### src/rtl/pulse_gen_top_if.sv
// Request/status bundle for the pulse burst generator.
// The master side issues burst requests. The slave side is the generator itself.
interface pulse_gen_top_if #(
  parameter int CH_NUM    = 32,
  parameter int CNT_WIDTH = 22,
  parameter int NUM_WIDTH = 8
);
  logic                 start;
  logic                 abort;
  logic [CH_NUM-1:0]    ch_mask;
  logic [CNT_WIDTH-1:0] high_len;
  logic [CNT_WIDTH-1:0] low_len;
  logic [NUM_WIDTH-1:0] pulse_num;
  logic [CH_NUM-1:0]    pulse_out;
  logic                 busy;
  logic                 done;
  logic [NUM_WIDTH-1:0] pulse_cnt;

  modport master (
    output start, abort, ch_mask, high_len, low_len, pulse_num,
    input  pulse_out, busy, done, pulse_cnt
  );

  modport slave (
    input  start, abort, ch_mask, high_len, low_len, pulse_num,
    output pulse_out, busy, done, pulse_cnt
  );
endinterface

### src/rtl/pulse_gen_top.sv
// Programmable multi-channel pulse burst generator.
// A start request latches the burst parameters and emits pulse_num pulses
// of high_len cycles, separated by max(low_len,1) idle cycles, on the masked channels.
// All outputs come from registers.
module pulse_gen_top #(
  parameter int CH_NUM    = 32,
  parameter int CNT_WIDTH = 22,
  parameter int NUM_WIDTH = 8
) (
  input  logic             clk,
  input  logic             rst,
  pulse_gen_top_if.slave   bus
);

  typedef enum logic [1:0] {IDLE, HIGH, LOW, DONE} state_t;

  state_t               state_q;
  logic [CH_NUM-1:0]    mask_q;
  logic [CNT_WIDTH-1:0] high_q;
  logic [CNT_WIDTH-1:0] low_q;
  logic [NUM_WIDTH-1:0] num_q;
  logic [CNT_WIDTH-1:0] dur_q;
  logic [CH_NUM-1:0]    pulse_q;
  logic                 busy_q;
  logic                 done_q;
  logic [NUM_WIDTH-1:0] pcnt_q;

  logic [NUM_WIDTH-1:0] pcnt_d;
  logic [CNT_WIDTH-1:0] low_load_d;
  logic [CNT_WIDTH-1:0] high_load_d;
  logic                 degen_d;

  // Count after the current high phase completes. pcnt_q < num_q while in HIGH, so this cannot wrap.
  assign pcnt_d      = pcnt_q + NUM_WIDTH'(1);
  // A zero low time is stretched to one cycle so back-to-back pulses stay distinct.
  assign low_load_d  = (low_q == '0) ? '0 : low_q - CNT_WIDTH'(1);
  assign high_load_d = high_q - CNT_WIDTH'(1);
  // A request that cannot produce a pulse goes straight to the completion strobe.
  assign degen_d     = (bus.pulse_num == '0) || (bus.high_len == '0) || (bus.ch_mask == '0);

  // Burst FSM. Every output is a register, updated on the same edge as the state.
  always_ff @(posedge clk) begin
    if (rst) begin
      state_q <= IDLE;
      mask_q  <= '0;
      high_q  <= '0;
      low_q   <= '0;
      num_q   <= '0;
      dur_q   <= '0;
      pulse_q <= '0;
      busy_q  <= 1'b0;
      done_q  <= 1'b0;
      pcnt_q  <= '0;
    end else begin
      case (state_q)
        IDLE: begin
          if (bus.start && !bus.abort) begin
            mask_q <= bus.ch_mask;
            high_q <= bus.high_len;
            low_q  <= bus.low_len;
            num_q  <= bus.pulse_num;
            pcnt_q <= '0;
            busy_q <= 1'b1;
            if (degen_d) begin
              state_q <= DONE;
              done_q  <= 1'b1;
            end else begin
              state_q <= HIGH;
              pulse_q <= bus.ch_mask;
              dur_q   <= bus.high_len - CNT_WIDTH'(1);
            end
          end
        end
        HIGH: begin
          if (bus.abort) begin
            // A partial pulse is dropped and not counted.
            state_q <= DONE;
            pulse_q <= '0;
            done_q  <= 1'b1;
          end else if (dur_q == '0) begin
            pcnt_q  <= pcnt_d;
            pulse_q <= '0;
            if (pcnt_d == num_q) begin
              state_q <= DONE;
              done_q  <= 1'b1;
            end else begin
              state_q <= LOW;
              dur_q   <= low_load_d;
            end
          end else begin
            dur_q <= dur_q - CNT_WIDTH'(1);
          end
        end
        LOW: begin
          if (bus.abort) begin
            state_q <= DONE;
            pulse_q <= '0;
            done_q  <= 1'b1;
          end else if (dur_q == '0) begin
            state_q <= HIGH;
            pulse_q <= mask_q;
            dur_q   <= high_load_d;
          end else begin
            dur_q <= dur_q - CNT_WIDTH'(1);
          end
        end
        DONE: begin
          // One-cycle strobe. Abort and start are both ignored here.
          state_q <= IDLE;
          done_q  <= 1'b0;
          busy_q  <= 1'b0;
        end
        default: state_q <= IDLE;
      endcase
    end
  end

  assign bus.pulse_out = pulse_q;
  assign bus.busy      = busy_q;
  assign bus.done      = done_q;
  assign bus.pulse_cnt = pcnt_q;

endmodule

### src/flat_wrapper.sv
// flat-port wrapper written by rule: the top's interface ports become plain ports
module pulse_gen_top_flat 
#(
  parameter int CH_NUM    = 32,
  parameter int CNT_WIDTH = 22,
  parameter int NUM_WIDTH = 8
)
  (clk, rst, bus_start, bus_abort, bus_ch_mask, bus_high_len, bus_low_len, bus_pulse_num, bus_pulse_out, bus_busy, bus_done, bus_pulse_cnt);
  pulse_gen_top_if #(.CH_NUM(CH_NUM), .CNT_WIDTH(CNT_WIDTH), .NUM_WIDTH(NUM_WIDTH)) bus_i ();
  input  logic clk;
  input  logic rst;
  input wire logic [$bits(bus_i.start)-1:0] bus_start;
  input wire logic [$bits(bus_i.abort)-1:0] bus_abort;
  input wire logic [$bits(bus_i.ch_mask)-1:0] bus_ch_mask;
  input wire logic [$bits(bus_i.high_len)-1:0] bus_high_len;
  input wire logic [$bits(bus_i.low_len)-1:0] bus_low_len;
  input wire logic [$bits(bus_i.pulse_num)-1:0] bus_pulse_num;
  output wire logic [$bits(bus_i.pulse_out)-1:0] bus_pulse_out;
  output wire logic [$bits(bus_i.busy)-1:0] bus_busy;
  output wire logic [$bits(bus_i.done)-1:0] bus_done;
  output wire logic [$bits(bus_i.pulse_cnt)-1:0] bus_pulse_cnt;
  assign bus_i.start = bus_start;
  assign bus_i.abort = bus_abort;
  assign bus_i.ch_mask = bus_ch_mask;
  assign bus_i.high_len = bus_high_len;
  assign bus_i.low_len = bus_low_len;
  assign bus_i.pulse_num = bus_pulse_num;
  assign bus_pulse_out = bus_i.pulse_out;
  assign bus_busy = bus_i.busy;
  assign bus_done = bus_i.done;
  assign bus_pulse_cnt = bus_i.pulse_cnt;
  pulse_gen_top #(.CH_NUM(CH_NUM), .CNT_WIDTH(CNT_WIDTH), .NUM_WIDTH(NUM_WIDTH)) u_core (.clk(clk), .rst(rst), .bus(bus_i));
endmodule
### config.mk
export PLATFORM = sky130hd
export DESIGN_NAME = pulse_gen_top_flat
export DESIGN_NICKNAME = d
export VERILOG_FILES = /design/src/rtl/pulse_gen_top_if.sv /design/src/rtl/pulse_gen_top.sv /design/src/flat_wrapper.sv
export SDC_FILE = /design/constraint.sdc
export NUM_CORES = 1
export LEC_CHECK = 0
export CAP_MARGIN = 40
export CORE_UTILIZATION = 55
export CTS_BUF_LIST = sky130_fd_sc_hd__clkbuf_4 sky130_fd_sc_hd__clkbuf_8 sky130_fd_sc_hd__clkbuf_16
export DETAILED_ROUTE_END_ITERATION = 8
export PLACE_DENSITY = 0.81
export SLEW_MARGIN = 20
export SYNTH_ARGS = -nofsm -noshare
export SYNTH_HDL_FRONTEND = slang
export SYNTH_SLANG_ARGS = --single-unit
### constraint.sdc
create_clock -name clk -period 3.1 [get_ports clk]
set_input_delay 0.62 -clock clk [delete_from_list [all_inputs] [get_ports clk]]
set_output_delay 0.62 -clock clk [all_outputs]
set_load 0.02 [all_outputs]
[After elaboration in Yosys (flattened, before gate mapping)]
Cells that the tools add are included.
Operators by class
  add/sub/neg operators: 5
  $mul: 0
  div/mod/pow operators: 0
  $lt $le $gt $ge: 0
  equal/unequal tests: 15
  shift-type cells: 0
  multiplexer cells: 37
  bitwise operators: 0
  reductions and logical operators: 20
Operators with widths (count)
  two-way mux 32 bit: 6
  two-way mux 22 bit: 8
  case mux 32 bit (3 select lines): 1
  subtractor 22 x 1 -> 22 bit (second input constant): 4
  zero test 22 bit: 3
  case mux 22 bit (3 select lines): 1
  zero test 32 bit: 1
  two-way mux 8 bit: 3
  case mux 8 bit (2 select lines): 1
  two-way mux 2 bit: 6
  AND reduction 5 bit: 2
  inequality test 3 x 2 -> 1 bit (second input constant): 3
  adder 8 x 1 -> 8 bit (second input constant): 1
  equality test 8 bit: 1
  zero test 8 bit: 1
  two-way mux 1 bit: 8
  inequality test 2 bit (second input constant): 4
  case mux 2 bit (4 select lines): 1
  inequality test 2 x 1 -> 1 bit (second input constant): 3
  AND reduction 6 bit: 1
  equality test 2 bit (second input constant): 2
  case mux 1 bit (4 select lines): 1
  AND reduction 2 bit: 2
  AND reduction 4 bit: 1
  other kinds (10): 12
Storage, ports and cells
  register bits: 150
  bits in latches: 0
  RAM bits: 0
  bits in read-only memories: 0
  output and inout bits: 42
  memories: 0

[Depth between registers and ports, before layout]
  depth after elaboration: 6
  gate-level depth with buffers: 11

[Worst setup path before layout]
OpenSTA, ideal clock, no wires.
  kind: register to register
  from: reg u_core.pcnt_q[0], in the netlist u_core.bus.pulse_cnt[0]
  to: reg u_core.dur_q[14]
  setup time: 117 ps
  data arrival time: 2782 ps
  data required time: 2983 ps
  path slack: 200 ps
  stages on the path, launching flop included: 10
  period minus slack after synthesis: 2900 ps
  cell sequence: dfxtp_1 -> ha_1 -> nand3_1 -> nor4b_1 -> a22oi_1 -> a2111o_1 -> o311ai_4 -> buf_4 -> nor2_1 -> a32o_1
Between the ends
  longest elaborated chain between the ends: 4
Ends and longest elaborated chain
  from (decl): RTL line pulse_gen_top.sv:26  | logic [NUM_WIDTH-1:0] pcnt_q;
  from (signal assigned): RTL line pulse_gen_top.sv:81  | pcnt_q <= pcnt_d;
  adder 8 x 1 -> 8 bit: RTL line pulse_gen_top.sv:34  | assign pcnt_d = pcnt_q + NUM_WIDTH'(1);
  equality test 8 bit: RTL line pulse_gen_top.sv:83  | if (pcnt_d == num_q) begin
  inequality test 3 bit (no source line)
  AND reduction 6 bit (no source line)
  to (signal assigned): RTL line pulse_gen_top.sv:88  | dur_q <= low_load_d;
  to (signal assigned): RTL line pulse_gen_top.sv:91  | dur_q <= dur_q - CNT_WIDTH'(1);
  to (signal assigned): RTL line pulse_gen_top.sv:102  | dur_q <= high_load_d;
  to (decl): RTL line pulse_gen_top.sv:22  | logic [CNT_WIDTH-1:0] dur_q;
Every way passes these cells.
A chain may end at the register's enable or synchronous reset.

[Worst setup path in the final report]
  from: in bus_high_len[2]
  to: reg u_core.dur_q[0]
Between the ends
  longest elaborated chain between the ends: 5
Ends and longest elaborated chain
  from (decl): RTL line flat_wrapper.sv:15  | input wire logic [$bits(bus_i.high_len)-1:0] bus_high_len;
  zero test 22 bit: RTL line pulse_gen_top.sv:39  | assign degen_d = (bus.pulse_num == '0) || (bus.high_len == '0) || (bus.ch_mask == '0);
  logical OR 1 bit (2 in a row): RTL line pulse_gen_top.sv:39
  inequality test 2 bit (no source line)
  AND reduction 6 bit (no source line)
  to (signal assigned): RTL line pulse_gen_top.sv:70  | dur_q <= bus.high_len - CNT_WIDTH'(1);
  to (signal assigned): RTL line pulse_gen_top.sv:88
  to (signal assigned): RTL line pulse_gen_top.sv:91
Every way passes these cells.

==> flow_metrics.env <==
export IMPL_outcome="finished with violations"
export IMPL_violations="design-rule violations"
export IMPL_io_pins=130
export IMPL_yosys_top_cells_count="nand2_1, dfxtp_1, a21oi_1"
export IMPL_core_area_mm2=0.01470
export IMPL_ys_async_sr_fraction_pct=0
export IMPL_port_buffers=129
export IMPL_ant_nets=0
export IMPL_drtPass1Iterations=7
export IMPL_ys_flop_type="dfxtp_1"
export IMPL_worstMarginPinSlew_ns=0.8911
export IMPL_ff2ff_setup_slack_ns=0.19
export IMPL_ys_types=76
export IMPL_die_y_um=125.5
export IMPL_cp_cell_sequence="clkdlybuf4s50_1, or4_1, nor4_1, and3_1, o32ai_1, o311ai_4, buf_12, a221oi_1, a211oi_1"
export IMPL_drtIter0Drc=1139
export IMPL_crit_path_max_incr_delay_ns=0.60
export IMPL_clk_latency_ns=0.44
export IMPL_skew_ns=0.009163
export IMPL_fillers=1152
export IMPL_fin_crit_sh_pct=94.51
export IMPL_antenna_found_initial=0
export IMPL_final_cells=1426
export IMPL_ys_seq_area_share_pct=35.79
export IMPL_synthDominantCellAreaShare_pct=35.79
export IMPL_crit_path_end_kind="flip-flop"
export IMPL_overflow=0
export IMPL_critPathBufInv=2
export IMPL_r2r_start="u_core.state_q[0]"
export IMPL_grt_max_degree=73
export IMPL_crit_fanout=11
export IMPL_die_w_um=125.5
export IMPL_std_cell_rows=44
export IMPL_peakVddDrop_mv=0.6157
export IMPL_htreeDepth=4
export IMPL_leakage_nw=3.907
export IMPL_hold_path_class="reg -> reg"
export IMPL_fin_nets=1328
export IMPL_cp_arrival_ns=3.27
export IMPL_cp_startpoint="bus_high_len[2]"
export IMPL_drc=7
export IMPL_syn_to_final_growth_pct=27.47
export IMPL_hold_violations=0
export IMPL_netlist_top_cells_area="dfxtp_1, nand2_1, a21oi_1"
export IMPL_finalSetupViolations=0
export IMPL_worst_path_dominant_cell_family="simple AND/OR/NAND/NOR gates"
export IMPL_grt_pass1_vias=8219
export IMPL_clkTransAtPathRegs_ns=0.07
export IMPL_syn_avg_cell_area_um2=7.697
export IMPL_wl_per_cell_um=17.75
export IMPL_layout_drive_gt1_share_pct=10.06
export IMPL_postCtsSetupRepairBufs=0
export IMPL_cts_root_buf="clkbuf_16"
export IMPL_dpl_hpwl_um=17400
export IMPL_synth_seq_cells=150
export IMPL_worst_path_max_delay_cell="or4_1"
export IMPL_numCtsBuffers=17
export IMPL_finish_utilization_pct=72.75
export IMPL_p_per_area_mw_per_mm2=954.0
export IMPL_synth_most_common_cell="nand2_1"
export IMPL_rsz0062_at_grt="no"
export IMPL_fmax_mhz=341.3
export IMPL_vias_per_cell=6.172
export IMPL_cts_hold_buf=0
export IMPL_max_slew_margin_pct=40.59
export IMPL_syn_inst=1090
export IMPL_maxSlewViolCount=0
export IMPL_place_inst=1394
export IMPL_clock_sinks=150
export IMPL_vias=8801
export IMPL_post_cts_resize_count=0
export IMPL_grt_usage_pct=32.61
export IMPL_syn_nets=1189
export IMPL_min_period_ns=2.930
export IMPL_critPathLaunchType="input port"
export IMPL_maxCapViolCount=0
export IMPL_wirelength_um=25310
export IMPL_insertedDiodeCount=0
export IMPL_required_ns=3.44
export IMPL_dieArea_mm2=0.01575
export IMPL_start_util_pct=57.07
export IMPL_worstSetupPathType="in -> reg"
export IMPL_clock_path_buffers=2
export IMPL_yosys_area_top_type="dfxtp_1"
export IMPL_min_from="u_core.mask_q[6]"
export IMPL_grt_pass1_wl_um=41140
export IMPL_synthesis_area_mm2=0.008389
export IMPL_cts_tree="done"
export IMPL_gp_congestion=0.9385
export IMPL_synth_edf_count=0
export IMPL_yosysWarnings=0
[sequential cells by signal, indices dropped and copies added (netlist names)]
register              cells
u_core.bus.done           1
u_core.low_q             22
u_core.num_q              8
u_core.mask_q            32
u_core.bus.busy           1
u_core.high_q            22
u_core.dur_q             22
u_core.state_q            2
u_core.bus.pulse_out     32
u_core.bus.pulse_cnt      8
[layer usage]
layer	GRT usage, %	wire length, um	vias to the layer above
met1	43.16	10820	4081
met3	8.258	2300	79
met4	15.42	925	0
met5	0	0	-
met2	49.64	11260	448
li1	-	-	4193
[layout make-up]
| type | count | area (um2) | area share [%] |
|---|---|---|---|
| multi-input combinational | 847 | 4932 | 46.12 |
| sequential | 150 | 3003 | 28.08 |
| clock buffer | 17 | 425.4 | 3.978 |
| timing repair buffer | 196 | 1887 | 17.64 |
| tap | 184 | 230.2 | 2.153 |
| inverter | 17 | 63.81 | 0.5967 |
| clock inverter | 15 | 152.6 | 1.427 |
[kinds of logic after synthesis]
logic type / count (synthesis) / share of synthesized area [%]
AND/OR/NAND/NOR: 451 / 25.15
flip-flops: 150 / 35.79
adder cells (fa/ha/maj): 11 / 1.641
multiplexers: 6 / 0.7308
XOR/XNOR: 68 / 7.099
AO/OA/AOI/OAI: 311 / 23.89
buffers and inverters: 93 / 5.697
[worst paths after layout]
kind                      end  depth (start not counted)
min          u_core.mask_q[6]                          2
max reg2reg   u_core.dur_q[5]                          9
max           u_core.dur_q[0]                          9
min reg2reg  u_core.mask_q[6]                          2
[tightest hold or removal path, cell delays in order, from the launching register on]
cell and delay (ns):
dfxtp_1 0.31, nand2_1 0.05, a21oi_1 0.05
[per-stage QoR]
stage | power, mW | setup TNS, ns | setup slack (ns) | hold WS (ns) | instance area, um2
detailed placement | 7.981 | -5.706 | -0.1832 | 0.4460 | 10120
CTS | 10.08 | 0 | 0.2352 | 0.4549 | 10690
global placement | 7.874 | -4.149 | -0.1243 | 0.4409 | 10090
global route | 10.80 | 0 | 0.02320 | 0.4725 | 10690
floorplan | 6.474 | 0 | 0.2004 | 0.4360 | 8389
finish | 10.20 | 0 | 0.1703 | 0.4542 | 10690
[cells in the final DEF, fill, tap and decap left out, drive strengths merged, types with 8 or more instances in the layout]
| master | synthesis | layout |
|---|---|---|
| nand4 | 8 | 8 |
| nor3 | 28 | 28 |
| a21oi | 129 | 129 |
| clkbuf | 58 | 17 |
| or4 | 12 | 12 |
| dfxtp | 150 | 150 |
| clkdlybuf4s50 | 0 | 128 |
| xnor2 | 35 | 35 |
| a22oi | 36 | 36 |
| nand3 | 17 | 17 |
| xor2 | 33 | 33 |
| o21ai | 35 | 35 |
| ha | 11 | 11 |
| nor4 | 32 | 32 |
| nand2 | 211 | 211 |
| o41ai | 8 | 8 |
| inv | 17 | 27 |
| buf | 17 | 68 |
| nor2 | 97 | 97 |
| a211oi | 39 | 39 |
| or3 | 8 | 8 |
| a31oi | 8 | 8 |
[where the power goes]
| part | total, mW | switching (mW) | internal, mW |
|---|---|---|---|
| Sequential | 2.70 | 0.384 | 2.31 |
| Combinational | 5.46 | 3.24 | 2.21 |
| Clock | 2.05 | 0.975 | 1.08 |
| Total | 10.2 | 4.60 | 5.60 |
(Power assumes the default switching activity.)
